<file path="config.mk">
export PLATFORM = sky130hd
export DESIGN_NAME = button_reader
export DESIGN_NICKNAME = d
export VERILOG_FILES = /design/src/rtl/button_reader.sv
export SDC_FILE = /design/constraint.sdc
export NUM_CORES = 1
export LEC_CHECK = 0
export BUFFER_PORTS_ARGS = -buffer_cell sky130_fd_sc_hd__buf_2
export CAP_MARGIN = 10
export CORE_UTILIZATION = 40
export DETAILED_ROUTE_END_ITERATION = 16
export PLACE_DENSITY_LB_ADDON = 0.25
export SLEW_MARGIN = 10
export SYNTH_ARGS = -nofsm -noshare
export SYNTH_HDL_FRONTEND = slang
export SYNTH_SLANG_ARGS = --single-unit
export TNS_END_PERCENT = 10
</file>
<file path="constraint.sdc">
create_clock -name CLK_IN -period 3 [get_ports CLK_IN]
set_input_delay 0.75 -clock CLK_IN [delete_from_list [all_inputs] [get_ports CLK_IN]]
set_output_delay 0.75 -clock CLK_IN [all_outputs]
set_load 0.01 [all_outputs]
</file>
<file path="src/rtl/button_reader.sv">
// Debounced button reader: two-flop synchronizer, counter-qualified press/release FSM,
// registered level, press/release/long-press strobes and a wrapping 4-bit press counter.
module button_reader #(
  parameter int DEBOUNCE_CYCLES = 120000,
  parameter int LONG_CYCLES     = 12000000,
  parameter bit ACTIVE_LOW      = 1'b1
) (
  input  logic       CLK_IN,
  input  logic       RESET_N,
  input  logic       BTN_IN,
  output logic       BTN_LEVEL,
  output logic       PRESS_PULSE,
  output logic       RELEASE_PULSE,
  output logic       LONG_PULSE,
  output logic [3:0] PRESS_COUNT
);

  localparam int DW = $clog2(DEBOUNCE_CYCLES);
  localparam int HW = $clog2(LONG_CYCLES + 1);
  localparam logic          REL_LVL   = ACTIVE_LOW ? 1'b1 : 1'b0;
  localparam logic [DW-1:0] DB_ONE    = DW'(1);
  localparam logic [DW-1:0] DB_LAST   = DW'(DEBOUNCE_CYCLES - 1);
  localparam logic [HW-1:0] HOLD_ONE  = HW'(1);
  localparam logic [HW-1:0] HOLD_LAST = HW'(LONG_CYCLES - 1);
  localparam logic [HW-1:0] HOLD_MAX  = HW'(LONG_CYCLES);

  typedef enum logic [1:0] {
    S_RELEASED     = 2'd0,
    S_PRESS_QUAL   = 2'd1,
    S_PRESSED      = 2'd2,
    S_RELEASE_QUAL = 2'd3
  } state_t;

  logic          sync1_q, sync2_q;
  logic          pressed_s;
  state_t        state_q, state_d;
  logic [DW-1:0] db_cnt_q, db_cnt_d;
  logic [HW-1:0] hold_q, hold_d;
  logic          long_flag_q, long_flag_d;
  logic          level_q, level_d;
  logic          press_q, press_d;
  logic          release_q, release_d;
  logic          long_q, long_d;
  logic [3:0]    count_q, count_d;
  logic          holding_s;

  // Two-flop synchronizer, parked at the released pin level during reset.
  always_ff @(posedge CLK_IN or negedge RESET_N) begin
    if (!RESET_N) begin
      sync1_q <= REL_LVL;
      sync2_q <= REL_LVL;
    end else begin
      sync1_q <= BTN_IN;
      sync2_q <= sync1_q;
    end
  end

  assign pressed_s = ACTIVE_LOW ? ~sync2_q : sync2_q;
  assign holding_s = (state_q == S_PRESSED) || (state_q == S_RELEASE_QUAL);

  // Next-state and output decode for the qualification FSM.
  always_comb begin
    state_d     = state_q;
    db_cnt_d    = db_cnt_q;
    hold_d      = hold_q;
    long_flag_d = long_flag_q;
    level_d     = level_q;
    count_d     = count_q;
    press_d     = 1'b0;
    release_d   = 1'b0;
    long_d      = 1'b0;

    // Hold timing runs through RELEASE_QUAL so a bounce mid-hold does not restart it.
    if (holding_s && (hold_q != HOLD_MAX)) begin
      hold_d = hold_q + HOLD_ONE;
    end else begin
      hold_d = hold_q;
    end

    case (state_q)
      S_RELEASED: begin
        if (pressed_s) begin
          state_d  = S_PRESS_QUAL;
          db_cnt_d = DB_ONE;
        end else begin
          db_cnt_d = '0;
        end
      end
      S_PRESS_QUAL: begin
        if (!pressed_s) begin
          state_d  = S_RELEASED;
          db_cnt_d = '0;
        end else if (db_cnt_q == DB_LAST) begin
          state_d     = S_PRESSED;
          db_cnt_d    = '0;
          press_d     = 1'b1;
          level_d     = 1'b1;
          count_d     = count_q + 4'd1;
          hold_d      = '0;
          long_flag_d = 1'b0;
        end else begin
          db_cnt_d = db_cnt_q + DB_ONE;
        end
      end
      S_PRESSED: begin
        if (!pressed_s) begin
          state_d  = S_RELEASE_QUAL;
          db_cnt_d = DB_ONE;
        end else begin
          db_cnt_d = '0;
        end
      end
      S_RELEASE_QUAL: begin
        if (pressed_s) begin
          state_d  = S_PRESSED;
          db_cnt_d = '0;
        end else if (db_cnt_q == DB_LAST) begin
          state_d   = S_RELEASED;
          db_cnt_d  = '0;
          release_d = 1'b1;
          level_d   = 1'b0;
        end else begin
          db_cnt_d = db_cnt_q + DB_ONE;
        end
      end
      default: begin
        state_d  = S_RELEASED;
        db_cnt_d = '0;
        level_d  = 1'b0;
      end
    endcase

    // A release qualifying on the long-threshold cycle wins over the long strobe.
    if (holding_s && (hold_q == HOLD_LAST) && !long_flag_q && !release_d) begin
      long_d      = 1'b1;
      long_flag_d = 1'b1;
    end else begin
      long_d = 1'b0;
    end
  end

  // State, counters and registered outputs.
  always_ff @(posedge CLK_IN or negedge RESET_N) begin
    if (!RESET_N) begin
      state_q     <= S_RELEASED;
      db_cnt_q    <= '0;
      hold_q      <= '0;
      long_flag_q <= 1'b0;
      level_q     <= 1'b0;
      press_q     <= 1'b0;
      release_q   <= 1'b0;
      long_q      <= 1'b0;
      count_q     <= 4'd0;
    end else begin
      state_q     <= state_d;
      db_cnt_q    <= db_cnt_d;
      hold_q      <= hold_d;
      long_flag_q <= long_flag_d;
      level_q     <= level_d;
      press_q     <= press_d;
      release_q   <= release_d;
      long_q      <= long_d;
      count_q     <= count_d;
    end
  end

  assign BTN_LEVEL     = level_q;
  assign PRESS_PULSE   = press_q;
  assign RELEASE_PULSE = release_q;
  assign LONG_PULSE    = long_q;
  assign PRESS_COUNT   = count_q;

endmodule

</file>
Word-level counts from Yosys, hierarchy flattened
Index checks and enable logic that the tools add are counted.
{"block": "word_totals", "output_inout_bits": 8, "register_bits": 54, "wordCells": 76, "in_bits": 3}
{"block": "op_classes", "addsub": 3, "muxes": 31, "n_reduce_logical": 15, "bitwise_logic": 1, "eq_ne": 15}
{"cell": "2-to-1 mux 24 bit", "n": 4}
{"cell": "one-hot mux 17 bit (4 select lines)", "n": 1}
{"cell": "2-to-1 mux 17 bit", "n": 3}
{"cell": "adder 24 x 1 -> 24 bit (second input constant)", "n": 1}
{"cell": "equality test 24 bit (second input constant)", "n": 1}
{"cell": "inequality test 24 bit (second input constant)", "n": 1}
{"cell": "adder 17 x 1 -> 17 bit (second input constant)", "n": 1}
{"cell": "equality test 17 bit (second input constant)", "n": 1}
{"cell": "2-to-1 mux 1 bit", "n": 15}
{"cell": "2-to-1 mux 2 bit", "n": 6}
{"cell": "inequality test 2 bit (second input constant)", "n": 5}
{"cell": "one-hot mux 2 bit (4 select lines)", "n": 1}
{"cell": "AND reduction 3 bit", "n": 2}
{"cell": "nonzero test 2 bit", "n": 3}
{"cell": "AND reduction 5 bit", "n": 1}
{"cell": "adder 4 x 1 -> 4 bit (second input constant)", "n": 1}
{"cell": "equality test 2 bit (second input constant)", "n": 2}
{"cell": "logical AND 1 bit", "n": 4}
{"cell": "inequality test 2 x 1 -> 1 bit (second input constant)", "n": 2}
{"cell": "AND reduction 4 bit", "n": 1}
{"cell": "inequality test 3 x 2 -> 1 bit (second input constant)", "n": 1}
{"cell": "inequality test 3 bit (second input constant)", "n": 1}
{"cell": "equality test 2 x 1 -> 1 bit (second input constant)", "n": 1}
{"cell": "logical NOT 1 bit", "n": 2}
{"cell": "4 further kinds", "n": 4}

Logic depth before layout (Yosys ltp)
Gate-level depths: netlist of run 1.
{"block": "depth", "ltp_word": 8, "depth_mapped": 8, "mapped_depth_nobuf": 7}

Least setup slack after synthesis of run 1
OpenSTA, ideal clock, no wires.
{"block": "synth_timing", "path_kind": "register to register", "start": "register db_cnt_q[6]", "end": "register count_q[1] (netlist: PRESS_COUNT[1])", "setup_ps": 128, "n_path_buf": 1, "synth_period_minus_slack_ps": 1740, "arrival_time_ps": 1612, "setup_slack_ps": 1260, "t_required_ps": 2872, "stages_incl_launch_ff": 6, "cell_sequence": "dfrtp_1 or3b_1 nor2_2 and4_1 buf_2 mux2_1"}
{"block": "synth_via", "elab_chain_len": 2}
{"item": "start, declared", "line_no": "37", "text": "logic [DW-1:0] db_cnt_q, db_cnt_d;"}
{"item": "start signal, assigned", "line_no": "156", "text": "db_cnt_q <= db_cnt_d;"}
{"item": "equality test 17 bit", "line_no": "93", "text": "end else if (db_cnt_q == DB_LAST) begin"}
{"item": "AND reduction 3 bit (no line)"}
{"item": "end signal, assigned", "line_no": "163", "text": "count_q <= count_d;"}
{"item": "end, declared", "line_no": "44", "text": "logic [3:0] count_q, count_d;"}
No other way between the ends.
A chain may end at the register's enable or synchronous reset.

==> results of run 1 <==
[placed cells by master, fill, tap and decap left out, types with 2 or more instances in the layout]
cell	Yosys	final
xnor2_1	15	15
nor4b_1	2	2
nor3_2	3	3
and4_1	3	3
nor3b_1	2	2
dfstp_2	2	2
buf_2	2	10
clkbuf_8	0	6
dfrtp_1	52	52
buf_4	2	2
xor2_1	25	25
nor2_2	2	2
a21oi_1	5	5
nand4_1	15	15
nor2_1	41	41
or3_1	5	5
and2_1	3	3
nor4_1	2	2
and3_1	4	4
nand2_1	21	21
nand3_1	17	17
o21ai_0	3	3
nand3b_1	2	2
ha_1	4	4
nand4b_1	3	3
inv_1	8	8
nor3_1	5	5
[area by class of cell]
type | instances | area [sq um] | area share
timing repair buffer | 12 | 65.1 | 0.0222
clock buffer | 6 | 82.6 | 0.0282
inverter | 8 | 30.0 | 0.0102
sequential | 54 | 1350 | 0.462
tap | 77 | 96.3 | 0.0329
clock inverter | 2 | 12.5 | 0.00427
multi-input combinational | 199 | 1290 | 0.440
[per-layer routing]
metal | routed length, microns | GRT usage | vias up
met1 | 2490 | 0.209 | 892
met4 | 73 | 0.0647 | 0
met5 | 0 | 0 | -
met2 | 1980 | 0.212 | 20
met3 | 113 | 0.0246 | 5
li1 | - | - | 937
[worst max-delay path by stage]
stage                                 to
after floorplan           PRESS_COUNT[1]
after global placement        hold_q[13]
after detailed placement      hold_q[13]
after CTS                     hold_q[13]
after global routing          hold_q[13]
final                         hold_q[13]
[critical path: cells and delay by family, from the launching register on]
family           cells  cell delay, ns
AND/OR/NAND/NOR      4            1.23
flip-flops           1            0.67
AO/OA/AOI/OAI        1            0.13
[flip-flops by register name, indices dropped and copies added, names as in the netlist, named ones only]
| register | flops |
|---|---|
| hold_q | 24 |
| db_cnt_q | 17 |
| PRESS_COUNT | 4 |
| BTN_LEVEL | 1 |
| LONG_PULSE | 1 |
| PRESS_PULSE | 1 |
| RELEASE_PULSE | 1 |
| long_flag_q | 1 |
| state_q | 1 |
| sync1_q | 1 |
| sync2_q | 1 |
[kinds of logic after synthesis]
group           synth area share
compound gates            0.0221
fa+ha+maj                 0.0185
flops                      0.499
mux                      0.00784
simple gates               0.298
buf+inv                   0.0249
xor+xnor                   0.129
[power groups by stage]
stage / Clock, mW / Sequential, mW / Combinational, mW
floorplan: 0 / 0.749 / 0.0109
global placement: 0 / 0.752 / 0.0276
detailed placement: 0 / 0.752 / 0.0277
CTS: 0.437 / 0.738 / 0.0278
global route: 0.458 / 0.739 / 0.0311
finish: 0.421 / 0.737 / 0.0258
==> impl_metrics.tcl, run 1 <==
set metrics [dict create \
    drc 4 \
    finish.utilization 0.454 \
    grt_usage 0.144 \
    failed_checks "design-rule violations" \
    nFillCells 619 \
    drtPass1Iterations 10 \
    ios 11 \
    coreArea_sq_um 6460 \
    start_kind "flop" \
    required_ns 3.24 \
    gp_congestion 0.767 \
    drtIter0Drc 89 \
    synth.distinct_cells 45 \
    vias 1854 \
    num_antenna_cells 0 \
    worst-r2r-cell-count 5 \
    cp_max_fo 15 \
    p_leak_nw 1.30 \
    dp.cells 350 \
    postCtsResizedCells 0 \
    preCtsSetupSlack_ns 0.906 \
    cap_violations 0 \
    vias_per_cell 5.18 \
    synthArstFlopShare 1.00 \
    path_class "reg -> reg" \
    die_y_microns 84.3 \
    hold_slack_ns 0.376 \
    grt_pass1_wl_microns 8280 \
    rsz0062_at_grt "no" \
    synth_top_flop_cell "dfrtp_1" \
    critical_path.cell_chain "and3_1 -> nor3b_2 -> nand2_1 -> or3_1 -> a21oi_2" \
    synth_seq_area_share 0.499 \
    slew_violations 0 \
    cts_hold_buffers 0 \
    combPwrFrac 0.022 \
    outcome "finished with violations" \
    synth_edf_count 0 \
    cts_buffers 5 \
    min_period_ns 2.11 \
    worst_pin_slew_ns 0.666 \
    yosysMostFrequentCell "dfrtp_1" \
    p_switching_mw 0.261 \
    fin_tns_setup_ns 0 \
    p_int_mw 0.924 \
    max_freq_mhz 475 \
    cp-end-kind "flop" \
    syn_nets 275 \
    clk_pin_slew_ns 0.10 \
    fin_nets 287 \
    hold_viol_final 0 \
    io_buffers 10 \
    antenna_found_initial 0 \
    post-cts-setup-buffer-count 0 \
    netlist_area_sq_um 2710 \
    p_total_mw 1.18 \
    fp.dieArea_sq_um 7110 \
    min_from "sync1_q" \
    setup_violations 0 \
    r2r_setup_slack_ns 0.89 \
    skew_ns 0.0121 \
    overflow 0 \
    ys_top_cells_by_count "dfrtp_1 (52), nor2_1 (41), xor2_1 (25), nand2_1 (21), nand3_1 (17)" \
    fin_area_sq_um 2930 \
    pwr-share-clk 0.356 \
    ys_seq_elements 54 \
    clk_latency_ns 0.31 \
    pwr-share-seq 0.622 \
    ant_nets 0 \
    placed_area_sq_um 2840 \
    vdd_ir_drop_max_mv 0.144 \
    pwr_density_cell_nw_per_um2 404 \
    syn_avg_cell_area_sq_um 10.1 \
    wl_per_cell_microns 13.0 \
    synthTopCellsByArea "dfrtp_1 (48%), xor2_1 (8.1%), nor2_1 (5.7%)" \
    synth_top_area_share 0.480 \
    num_rows 29 \
    final.setup.worst_slack_ns 0.894 \
    die_w_microns 84.3 \
    syn_inst 268 \
    crit_path_max_incr_delay_ns 0.67 \
    drt-total-wl_microns 4660 \
    yosysTopAreaCell "dfrtp_1" \
    yosysWarnings 0 \
    cts_htree_levels 2 \
    cts_buffer_depth 2 \
    instances_no_fill 358 \
    grt_pass1_vias 1749 \
    hold_depth 0 \
    drive_gt1_frac 0.125 \
    area_growth_pct 8.08 \
    tritoncts "done" \
    maxSlewHeadroom 0.556 \
    cts.sinks 54 \
    cp.arrival_ns 2.34 \
    clk_root_buffer_cell "clkbuf_8" \
    worst_r2r_endpoint "hold_q[13]" \
    fin_crit_sh 0.702 \
    hold_path.class "reg -> reg" \
    hpwl_microns 3240 \
    sw_frac_of_total 0.220 \
    holdPathEnd "sync2_q" \
    grt_start_max_net_pins 55 \
    crit_path_top_delay_cell "dfrtp_1" \
    start_util 0.420 \
]
Power figures use the tool's default switching activity.
==> run 2, diff against run 1 <==
Settings changed: ABC_AREA from default to 1.
Clock period 3 ns to 1.95 ns, I/O delays scaled along.
==> run 2 against run 1 <==
Compared with the run above:
- the run now ends clean
- non-clock buffer count up 5
- fmax increased by 20%
- wire length rose by 50%
- highest routed layer unchanged
- clock skew is 0.0055 ns lower
- utilization down 0.22 points
- largest power group unchanged
==> impl_metrics.tcl, run 2 <==
set metrics [dict create \
    outcome "finished clean" \
    yosysMostFrequentCell "nand2_1" \
    pwr-share-clk 0.398 \
    synth_edf_count 0 \
    regMostFlops "hold_q" \
    ys_seq_elements 54 \
    final_common_cell "nand2_1" \
    pwr-share-seq 0.577 \
    ys_top_cells_by_count "nand2_1 (116), nor2_1 (72), inv_1 (63), dfrtp_1 (52), nand3_1 (24)" \
    cts.sinks 54 \
    crit_path_max_incr_delay_ns 0.45 \
    start_kind "flop" \
    ant_nets 0 \
    drtPass1Iterations 4 \
    area_growth_pct 9.82 \
    syn_avg_cell_area_sq_um 7.32 \
    yosysTopAreaCell "dfrtp_1" \
    cp-end-kind "flop" \
    final_cell_mix "nand2_1 (115), nor2_1 (70), inv_1 (63)" \
    synth_top_area_share 0.412 \
    num_rows 32 \
    clk_root_buffer_cell "clkbuf_8" \
    max_freq_mhz 570 \
    synthArstFlopShare 1.00 \
    synth_seq_area_share 0.428 \
    overflow 0 \
    crit_top_cell "nand2_1" \
    nFillCells 807 \
    ios 11 \
    maxSlewHeadroom 0.678 \
    p_int_mw 1.52 \
    cp.arrival_ns 1.96 \
    io_buffers 10 \
    slew_violations 0 \
    coreArea_sq_um 7690 \
    gp_congestion 0.860 \
    synth_top_flop_cell "dfrtp_1" \
    cap_violations 0 \
    drtIter0Drc 194 \
    combPwrFrac 0.025 \
    grt_pass1_vias 2659 \
    grt_pass1_wl_microns 12400 \
    wl_per_cell_microns 12.6 \
    clk_pin_slew_ns 0.11 \
    cts_htree_levels 2 \
    dp.cells 546 \
    crit_path_top_delay_cell "dfrtp_1" \
    worst_pin_slew_ns 0.483 \
    hold_viol_final 0 \
    antenna_found_initial 0 \
    grt_usage 0.187 \
    syn_inst 432 \
    die_w_microns 90.9 \
    path_class "reg -> reg" \
    netlist_area_sq_um 3160 \
    synth.distinct_cells 35 \
    drt-total-wl_microns 6980 \
    pwr_density_cell_nw_per_um2 565 \
    num_antenna_cells 0 \
    hold_path.class "in -> async" \
    finish.utilization 0.451 \
    p_switching_mw 0.436 \
    hpwl_microns 5240 \
    setup_violations 0 \
    min_period_ns 1.75 \
    skew_ns 0.00662 \
    required_ns 2.15 \
    yosysWarnings 0 \
    cts_buffers 5 \
    drc 0 \
    largest_reg_flops 24 \
    cts_buffer_depth 2 \
    clk_latency_ns 0.31 \
    synthTopCellsByArea "dfrtp_1 (41%), nand2_1 (14%), nor2_1 (8.6%)" \
    tritoncts "done" \
    p_leak_nw 1.62 \
    fp.dieArea_sq_um 8260 \
    start_util 0.411 \
    fin_tns_setup_ns 0 \
    vias 2748 \
    rsz0062_at_grt "no" \
    critical_path.cell_chain "inv_1 -> ha_1 -> nand4_1 -> nor2_2 -> nand3_4 -> nand2_8 -> inv_6 -> nand2_1 -> nand2_1 -> nand2_1 -> nor2_1" \
    fin_nets 458 \
    die_y_microns 90.9 \
    cp_max_fo 19 \
    drive_gt1_frac 0.0973 \
    sw_frac_of_total 0.222 \
    vias_per_cell 4.96 \
    instances_no_fill 554 \
    vdd_ir_drop_max_mv 0.305 \
    syn_nets 439 \
    grt_start_max_net_pins 36 \
    fin_crit_sh 0.900 \
]
-- run 2: cell count changes after synthesis, sizes merged, moves of 4 or more --
cell and change:
nand3 +8, inv +56, or3 -5, nor2 +36, nand2 +96, o21ai +9, a21oi +10, nand3b +4
nand4b -4, xnor2 -12, xor2 -16, nand4 -4
-- run 2: what timing repair did --
action / 4_1_cts / 5_1_grt
endpoints found under the setup margin: 0 / 8
hold buffers: 0 / 0
buffers inserted: 0 / 0
hold endpoints to repair: 0 / 0
resized for setup: 0 / 3
-- run 2: power by group through the flow --
stage | Sequential, mW | Clock (mW) | Combinational (mW)
after floorplan | 1.15 | 0 | 0.0158
after global placement | 1.15 | 0 | 0.0500
after detailed placement | 1.15 | 0 | 0.0510
after CTS | 1.13 | 0.802 | 0.0512
after global routing | 1.13 | 0.844 | 0.0584
final | 1.13 | 0.780 | 0.0483
-- run 2: layout make-up --
class                   instances  area [sq um]  share of cell area
flip-flops and latches         54          1350               0.390
inverters                      65           249              0.0717
well taps                     102           128              0.0368
clock inverters                 3          43.8              0.0126
repair buffers                 17           115              0.0332
clock buffers                   5          68.8              0.0198
multi-input cells             308          1510               0.436
-- run 2: worst max-delay path: cells and delay by family, from the launching register on --
family | cells | cell delay [ns]
simple gates | 8 | 0.80
buf+inv | 2 | 0.23
flops | 1 | 0.45
fa+ha+maj | 1 | 0.16
-- run 2: logic make-up after synthesis --
group,share of synthesized area
xor gates and xnor gates,0.0333
buffers and inverters,0.0954
adders and majority gates,0.0158
DFF,0.428
AOI/OAI and AO/OA,0.0657
muxes,0.00317
and+or+nand+nor,0.358
-- run 2: per-layer routing --
metal	global-route usage	up-vias	share of wire
met2	0.294	56	0.45
met4	0.0661	0	0.020
li1	-	1394	-
met1	0.262	1287	0.49
met3	0.0278	11	0.039
met5	0	-	0
-- run 2: final timing paths --
kind / from / end / slack, ns / cells past startpoint
worst max-delay path: hold_q[0] / hold_q[15] / 0.20 / 11
max in group asynchronous: RESET_N / sync2_q / 1.22 / 2
worst min register to register: sync1_q / sync2_q / 0.36 / 0
worst min-delay path: RESET_N / db_cnt_q[9] / 0.12 / 1
min in group CLK_IN: BTN_IN / sync1_q / 0.26 / 1
worst max register to register: hold_q[0] / hold_q[15] / 0.20 / 11
-- run 2: metrics by stage --
| step | worst slack (ns) | hold slack (ns) | instance area, sq um | total power, mW |
|---|---|---|---|---|
| 4_1_cts | 0.0965 | 0.128 | 3460 | 1.98 |
| 5_1_grt | 0.0349 | 0.148 | 3470 | 2.04 |
| 6_report | 0.196 | 0.117 | 3470 | 1.96 |
| 3_5_place_dp | 0.110 | 0.347 | 3350 | 1.20 |
| 3_3_place_gp | 0.186 | 0.347 | 3350 | 1.20 |
| 2_1_floorplan | 0.417 | 0.192 | 3160 | 1.17 |
==> run 3, diff against run 2 <==
Clock period 1.95 ns to 2.2 ns, I/O delays scaled along.
==> run 3 against run 2 <==
Compared with the run above:
- utilization down 0.39 points
- register-to-register slack better by 0.14 ns
- clock power down 13%
- final cell count down 0.54%
- flip-flop and latch count unchanged
- global-route usage down 0.60 points
- combinational power down 13%
- largest power group unchanged
- cell area down 0.87%
- die area unchanged
==> impl_metrics.tcl, run 3 (synthesis gave the netlist of run 2 again) <==
set metrics [dict create \
    final.setup.worst_slack_ns 0.340 \
    outcome "finished clean" \
    grt_pass1_wl_microns 12000 \
    fin_nets 455 \
    final_cell_mix "nand2_1 (116), nor2_1 (72), inv_1 (63)" \
    worst_r2r_endpoint "hold_q[16]" \
    p_total_mw 1.72 \
    regMostFlops "hold_q" \
    required_ns 2.40 \
    cts_hold_buffers 0 \
    worst-r2r-cell-count 8 \
    cts_buffers 5 \
    coreArea_sq_um 7690 \
    finish.utilization 0.448 \
    cp_max_fo 5 \
    rsz0062_at_grt "no" \
    overflow 0 \
    fin_area_sq_um 3440 \
    grt_usage 0.181 \
    setup_violations 0 \
    instances_no_fill 551 \
    drt-total-wl_microns 6780 \
    cp.arrival_ns 2.06 \
    die_w_microns 90.9 \
    max_freq_mhz 538 \
    hpwl_microns 5160 \
    drtPass1Iterations 4 \
    cts.sinks 54 \
    cts_buffer_depth 2 \
    post-cts-setup-buffer-count 0 \
    hold_path.class "in -> async" \
    ios 11 \
    tritoncts "done" \
    pwr_density_cell_nw_per_um2 500 \
    ant_nets 0 \
    grt_pass1_vias 2542 \
    vias 2685 \
    fin_crit_sh 0.845 \
    hold_viol_final 0 \
    num_antenna_cells 0 \
    worst_pin_slew_ns 0.675 \
    clk_root_buffer_cell "clkbuf_8" \
    cts_htree_levels 2 \
    placed_area_sq_um 3330 \
    min_period_ns 1.86 \
    start_util 0.411 \
    postCtsResizedCells 0 \
    path_class "reg -> reg" \
    fin_tns_setup_ns 0 \
    preCtsSetupSlack_ns 0.344 \
    fp.dieArea_sq_um 8260 \
    die_y_microns 90.9 \
    cap_violations 0 \
    antenna_found_initial 0 \
    drc 0 \
    drive_gt1_frac 0.0846 \
    clk_pin_slew_ns 0.10 \
    grt_start_max_net_pins 29 \
    vdd_ir_drop_max_mv 0.283 \
    slew_violations 0 \
    r2r_setup_slack_ns 0.34 \
    vias_per_cell 4.87 \
    dp.cells 543 \
    wl_per_cell_microns 12.3 \
    gp_congestion 0.846 \
    num_rows 32 \
    io_buffers 10 \
    hold_slack_ns 0.267 \
    maxSlewHeadroom 0.550 \
    p_leak_nw 1.60 \
    final_common_cell "nand2_1" \
    clk_latency_ns 0.30 \
    skew_ns 0.00610 \
    cp-end-kind "flop" \
    start_kind "flop" \
    reg2reg_from "hold_q[0]" \
    drtIter0Drc 164 \
    area_growth_pct 8.87 \
    largest_reg_flops 24 \
]
-- run 3: cell types whose count changed in the layout (fill, tap and decap cells not counted) --
| cell | delta |
|---|---|
| buf_4 | -3 |
| nor2_2 | -2 |
| nand2_2 | -1 |
| nand2_1 | +1 |
| nor2_1 | +2 |
-- run 3: worst max-delay path by stage --
| stage | from | to | slack [ns] | cells after the start |
|---|---|---|---|---|
| after floorplan | hold_q[0] | hold_q[1] | 0.67 | 10 |
| after global placement | hold_q[1] | hold_q[16] | 0.34 | 8 |
| after detailed placement | hold_q[1] | hold_q[16] | 0.34 | 8 |
| after CTS | hold_q[1] | hold_q[16] | 0.32 | 8 |
| after global routing | hold_q[1] | hold_q[16] | 0.12 | 8 |
| final | hold_q[0] | hold_q[16] | 0.34 | 8 |
-- run 3: where the power goes --
group	total [mW]	internal (mW)	switching [mW]
combinational	0.0422	0.0105	0.0317
clock	0.676	0.342	0.335
sequential	1.00	0.999	0.00458
-- run 3: per-layer routing --
layer,global-route usage,routed length [microns],up-vias
met3,0.0269,328,6
li1,-,-,1389
met4,0.0397,57,0
met2,0.292,3050,69
met1,0.257,3340,1221
met5,0,0,-
-- run 3: area by class of cell --
class                           count  area [sq um]
Inverter                           65           249
Fill cell                         796          4250
Clock inverter                      3          43.8
Sequential cell                    54          1350
Tap cell                          102           128
Multi-Input combinational cell    308          1510
Clock buffer                        5          68.8
Timing Repair Buffer               14          92.6
-- run 3: worst max-delay path: stages, from the launching register on --
cell and delay (ns):
dfrtp_1 0.43, ha_1 0.21, nand2_1 0.07, nor2_1 0.23
nand3_1 0.16, nor2_1 0.23, nand4_1 0.19, o21bai_1 0.16
nor2_1 0.05
